==> config.mk <==
export PLATFORM = sky130hd
export DESIGN_NAME = dmem_bridge
export DESIGN_NICKNAME = d
export VERILOG_FILES = /design/src/rtl/dmem_bridge.sv
export SDC_FILE = /design/constraint.sdc
export NUM_CORES = 1
export LEC_CHECK = 0
export CORE_UTILIZATION = 44
export DETAILED_ROUTE_END_ITERATION = 8
export PLACE_DENSITY = 0.83
export SLEW_MARGIN = 10
export SYNTH_ARGS = -nofsm -noshare
export SYNTH_HDL_FRONTEND = slang
export SYNTH_SLANG_ARGS = --single-unit
==> constraint.sdc <==
create_clock -name clk -period 2.3 [get_ports clk]
set_input_delay 0.575 -clock clk [delete_from_list [all_inputs] [get_ports clk]]
set_output_delay 0.575 -clock clk [all_outputs]
set_load 0.005 [all_outputs]
==> src/rtl/dmem_bridge.sv <==
// rtl/dmem_bridge.sv - core load/store to valid/ready data RAM bridge with byte strobes and core stall
//
// Ports:
//   clk, reset            single clock, synchronous active-high reset
//   req, we, mem_ctrl     core load/store request, store flag, width code
//   addr, wdata           byte address and store data from the datapath
//   rdata                 registered raw read word back to the datapath
//   core_stall            holds the core while the access is outstanding
//   misaligned, bus_err   one-cycle pulses in DONE (rejected / timed out)
//   mem_valid, mem_ready  bus handshake
//   mem_write, mem_addr, mem_wdata, mem_wstrb, mem_rdata   bus payload
//
// Optional feature: define DMEM_TIMEOUT_EN to abort a request after
// TIMEOUT_CYCLES wait cycles; otherwise REQ waits indefinitely and bus_err is 0.

module dmem_bridge #(
    parameter int TIMEOUT_CYCLES = 255
) (
    input  logic        clk,
    input  logic        reset,
    input  logic        req,
    input  logic        we,
    input  logic [2:0]  mem_ctrl,
    input  logic [31:0] addr,
    input  logic [31:0] wdata,
    output logic [31:0] rdata,
    output logic        core_stall,
    output logic        misaligned,
    output logic        bus_err,
    output logic        mem_valid,
    input  logic        mem_ready,
    output logic        mem_write,
    output logic [31:0] mem_addr,
    output logic [31:0] mem_wdata,
    output logic [3:0]  mem_wstrb,
    input  logic [31:0] mem_rdata
);

    typedef enum logic [1:0] {IDLE, REQ, DONE} state_t;
    state_t state;

    logic        is_word;
    logic        is_half;
    logic        mis_now;
    logic [3:0]  strb_n;
    logic [31:0] wdata_n;

    // Width decode; unsigned codes share alignment rules with their signed
    // counterparts, and any unused code is treated as a byte access.
    always_comb begin
        is_word = (mem_ctrl == 3'b010);
        is_half = (mem_ctrl[1:0] == 2'b01);
        mis_now = (is_word && (addr[1:0] != 2'b00)) || (is_half && addr[0]);
        if (is_word) begin
            strb_n  = 4'b1111;
            wdata_n = wdata;
        end else if (is_half) begin
            strb_n  = addr[1] ? 4'b1100 : 4'b0011;
            wdata_n = {2{wdata[15:0]}};
        end else begin
            strb_n  = 4'b0001 << addr[1:0];
            wdata_n = {4{wdata[7:0]}};
        end
    end

    // Stall is released in DONE so the core retires at the end of that cycle.
    assign core_stall = req & (state != DONE) & ~reset;

`ifdef DMEM_TIMEOUT_EN
    logic [7:0] wait_cnt;
    logic       bus_err_q;
    assign bus_err = bus_err_q;
`else
    logic [7:0] unused_timeout;
    assign unused_timeout = 8'(TIMEOUT_CYCLES);
    assign bus_err = 1'b0;
`endif

    always_ff @(posedge clk) begin
        if (reset) begin
            state      <= IDLE;
            mem_valid  <= 1'b0;
            mem_write  <= 1'b0;
            mem_wstrb  <= 4'b0000;
            mem_addr   <= 32'h0;
            mem_wdata  <= 32'h0;
            rdata      <= 32'h0;
            misaligned <= 1'b0;
`ifdef DMEM_TIMEOUT_EN
            wait_cnt   <= 8'h0;
            bus_err_q  <= 1'b0;
`endif
        end else begin
            case (state)
                IDLE: begin
                    if (req) begin
                        if (mis_now) begin
                            // Rejected without touching the bus.
                            state      <= DONE;
                            misaligned <= 1'b1;
                            rdata      <= 32'h0;
                        end else begin
                            state     <= REQ;
                            mem_valid <= 1'b1;
                            mem_write <= we;
                            mem_addr  <= {addr[31:2], 2'b00};
                            mem_wdata <= wdata_n;
                            mem_wstrb <= we ? strb_n : 4'b0000;
`ifdef DMEM_TIMEOUT_EN
                            wait_cnt  <= 8'h0;
`endif
                        end
                    end
                end
                REQ: begin
                    // Ready has priority over a timeout in the same cycle.
                    if (mem_ready) begin
                        mem_valid <= 1'b0;
                        if (!mem_write) begin
                            rdata <= mem_rdata;
                        end
                        state <= DONE;
                    end
`ifdef DMEM_TIMEOUT_EN
                    else if (wait_cnt == 8'(TIMEOUT_CYCLES - 1)) begin
                        mem_valid <= 1'b0;
                        rdata     <= 32'h0;
                        bus_err_q <= 1'b1;
                        state     <= DONE;
                    end else begin
                        wait_cnt <= wait_cnt + 8'h1;
                    end
`endif
                end
                DONE: begin
                    state      <= IDLE;
                    misaligned <= 1'b0;
`ifdef DMEM_TIMEOUT_EN
                    bus_err_q  <= 1'b0;
`endif
                end
                default: state <= IDLE;
            endcase
        end
    end

endmodule

==> impl_results.md <==
* CTS tree: done
* DRC Markers at 0
* Xor/xnor cell area share of the yosys netlist at 0%
* # rows at 36
* Root Driver: clkbuf_8
* Simple-gate share of the synthesized area at 18.1%
* Slew margin rel. at roughly 28%
* Post-synth ARST share at 0%
* Synth Register Bits at 103
* First-pass GRT wire length at ~21 mm
* Synth Cell Area at roughly 0.0044 mm^2
* Die H at 102 um
* F_max at 458 MHz
* Drt total wl at 13.9 mm
* DP Cell Count at about 850
* Fin. max-slew vios at 0
* Grt ovf at 0
* Cell variety after synth at 34
* CTS Sinks at around 100
* Htree depth at 3
* N_diodes at 0
* Fin Setup TNS at 0 ns
* Number of global-route vias before repair at approximately 4500
* Synth Area in Compound Gates at about a quarter
* Synth warn at 0
* CP endpoint kind: output port
* Drt wl/cell at roughly 16 um
* I/O pins at 209
* Hold_buf cts at 0
* Cell taking the most area after synthesis: dfxtp_1
* Max cap viols at 0
* Hold Crit Class: reg -> reg
* Final nets at between 800 and 900
* Slew @ Worst Pin at between 1 and 1.5 ns
* Final critical-path share of the clock period at a little over nine tenths
* Pre-Repair DR Iteration Count at 5
* Ranking of synthesized cells by area: dfxtp_1, a21oi_1, nand2_1, a221oi_1, nor3_1
* Via-per-instance ratio at around 5.5
* Unrepaired setup endpoints after global routing: false
* TritonCTS buffer count at 9
* Final Util at approximately 71%
* Largest net degree at the start of global routing at around 100
* Final hold violations at 0
* Synth Area in Adders at 0%
* Post-Syn Instances at roughly 540
* Share of the synthesized area in the top cell type at a little under half
* Total power at roughly 4 mW
* Post-DP HPWL at about 10 mm
* Post-synthesis mux area share at approximately 3.8%
* Worst Path Arrival at between 1.5 and 2 ns
* Post-synth EDFFs at 0
* Clock slew at reported path FFs at 0.10 ns
* Static Leak at 2.49 nW
* Worst Path Required at roughly 1.7 ns
* Primary FF master, synth: dfxtp_1
* Clk Latency, worst-skew pair at about 0.36 ns
* IO Port Bufs at 205
* Sequential area share after synthesis at a little under half
* Core Box Area at ~0.0098 mm^2
* WS Path Type: reg -> out
* Most frequent cells in the layout: clkdlybuf4s50_1, nand2_1, dfxtp_1
* Pwr/cell area at 587 mW/mm^2
* Most common cell after layout, fill and taps aside: clkdlybuf4s50_1
* DIE AREA at roughly 0.011 mm^2
* Final setup vio count at 0
* Initial Util at between 40 and 50%
* Via count at around 4800
* Critical path launch point type: flip-flop
* Share of cells above drive strength 1 at 8.42%
* Post-Route Skew at between 0.015 and 0.02 ns
* Synth Area per Inst at about 8.2 um^2
* All-Layer GR Usage at between 20% and 30%
* Reg-to-reg slack, setup at 0.59 ns
* Placer Congestion at slightly below 0.9
* Largest family of logic cells by synthesized area: compound AO/OA/AOI/OAI gates
* Layout area overhead at 55.6%
* Post-route ant nets at 0
* Post-Layout Cell Count at a little under 900
* CTS Buffer Depth at 2
* Outcome: completed
* Die width at 102 um
* DRT iter0 DRCs at 165
* Initial antenna violation count at 0
* Tmin final at ~2.2 ns
* Maximum vdd drop at about 0.34 mV
* Crit path max fanout at 5
## registers in the layout (all words and copies together) (netlist names)
| signal | flops |
|---|---|
| mem_addr | 30 |
| mem_valid | 1 |
| mem_wdata | 32 |
| mem_write | 1 |
| mem_wstrb | 4 |
| misaligned | 1 |
| rdata | 32 |
| state | 2 |
## cells by family (layout without fill, tap and decap cells)
| group | Yosys count | in the layout |
|---|---|---|
| other | 1 | 3 |
| and+or+nand+nor | 186 | 186 |
| muxes | 16 | 16 |
| AOI/OAI and AO/OA | 175 | 175 |
| buffers and inverters | 60 | 253 |
| DFF | 103 | 103 |
## routing by layer
metal	vias to the layer above	track usage (%)	part of all wire, %
met5	-	0	0
met4	0	9.45	1.5
met3	18	5.81	7.8
met1	2253	29.6	40
met2	196	45.1	51
li1	2302	-	-
## area by class of cell
| class | count | area (um^2) |
|---|---|---|
| fill | 798 | 2860 |
| timing repair buffer | 233 | 2350 |
| multi-input combinational | 380 | 2120 |
| sequential | 103 | 2060 |
| tap | 133 | 166 |
| clock buffer | 11 | 151 |
| clock inverter | 5 | 47.5 |
| inverter | 4 | 15.0 |
## worst max-delay path, stage by stage, from the launching register on
cell and delay [ns]:
dfxtp_1 0.42, inv_1 0.14, o211a_1 0.25, clkdlybuf4s50_1 0.44
## Yosys cell counts, types with 2 or more instances
cell,n
a21boi_0,2
a21o_1,8
a21oi_1,96
a221oi_1,32
a311oi_1,9
buf_2,20
buf_4,9
clkbuf_1,25
dfxtp_1,103
inv_1,4
mux2_2,8
mux2i_1,8
nand2_1,123
nand2b_1,2
nand3_1,9
nor2_1,10
nor2b_1,3
nor3_1,33
nor3b_2,2
o211ai_1,12
o21ai_0,9
o21ai_1,2
## timing repair
action | 4_1_cts | 5_1_grt
endpoints found under the setup margin | 1 | 0
setup buffers | 0 | 0
gates resized for setup | 1 | 0
hold endpoints to repair | 0 | 0
## power by group
part           total [mW]  internal, mW  switching [mW]  leakage (nW)
Sequential           1.96          1.89          0.0639         0.841
Combinational       0.974         0.542           0.433          1.55
Clock                1.13         0.475           0.655         0.100
Total                4.06          2.91            1.15          2.49
## final timing paths
check,endpoint,start,cells past startpoint
min reg2reg,mem_addr[31]$_SDFFE_PP0P_,mem_addr[31]$_SDFFE_PP0P_,2
max reg2reg,rdata[24]$_SDFFE_PP0P_,state[0]$_SDFFE_PP0P_,4
min,mem_addr[31]$_SDFFE_PP0P_,mem_addr[31]$_SDFFE_PP0P_,2
max,core_stall,state[1]$_SDFFE_PP0P_,3
## metrics by stage
stage / worst slack, ns / hold slack [ns] / cell area, um^2
after CTS: 0.102 / 0.465 / 6910
final: 0.118 / 0.460 / 6910
after global routing: 0.0301 / 0.485 / 6910
after global placement: -0.00268 / 0.441 / 6720
after floorplan: 0.568 / 0.448 / 4450
after detailed placement: -0.0781 / 0.448 / 6720
No activity file was read; power rests on OpenSTA's default activity.
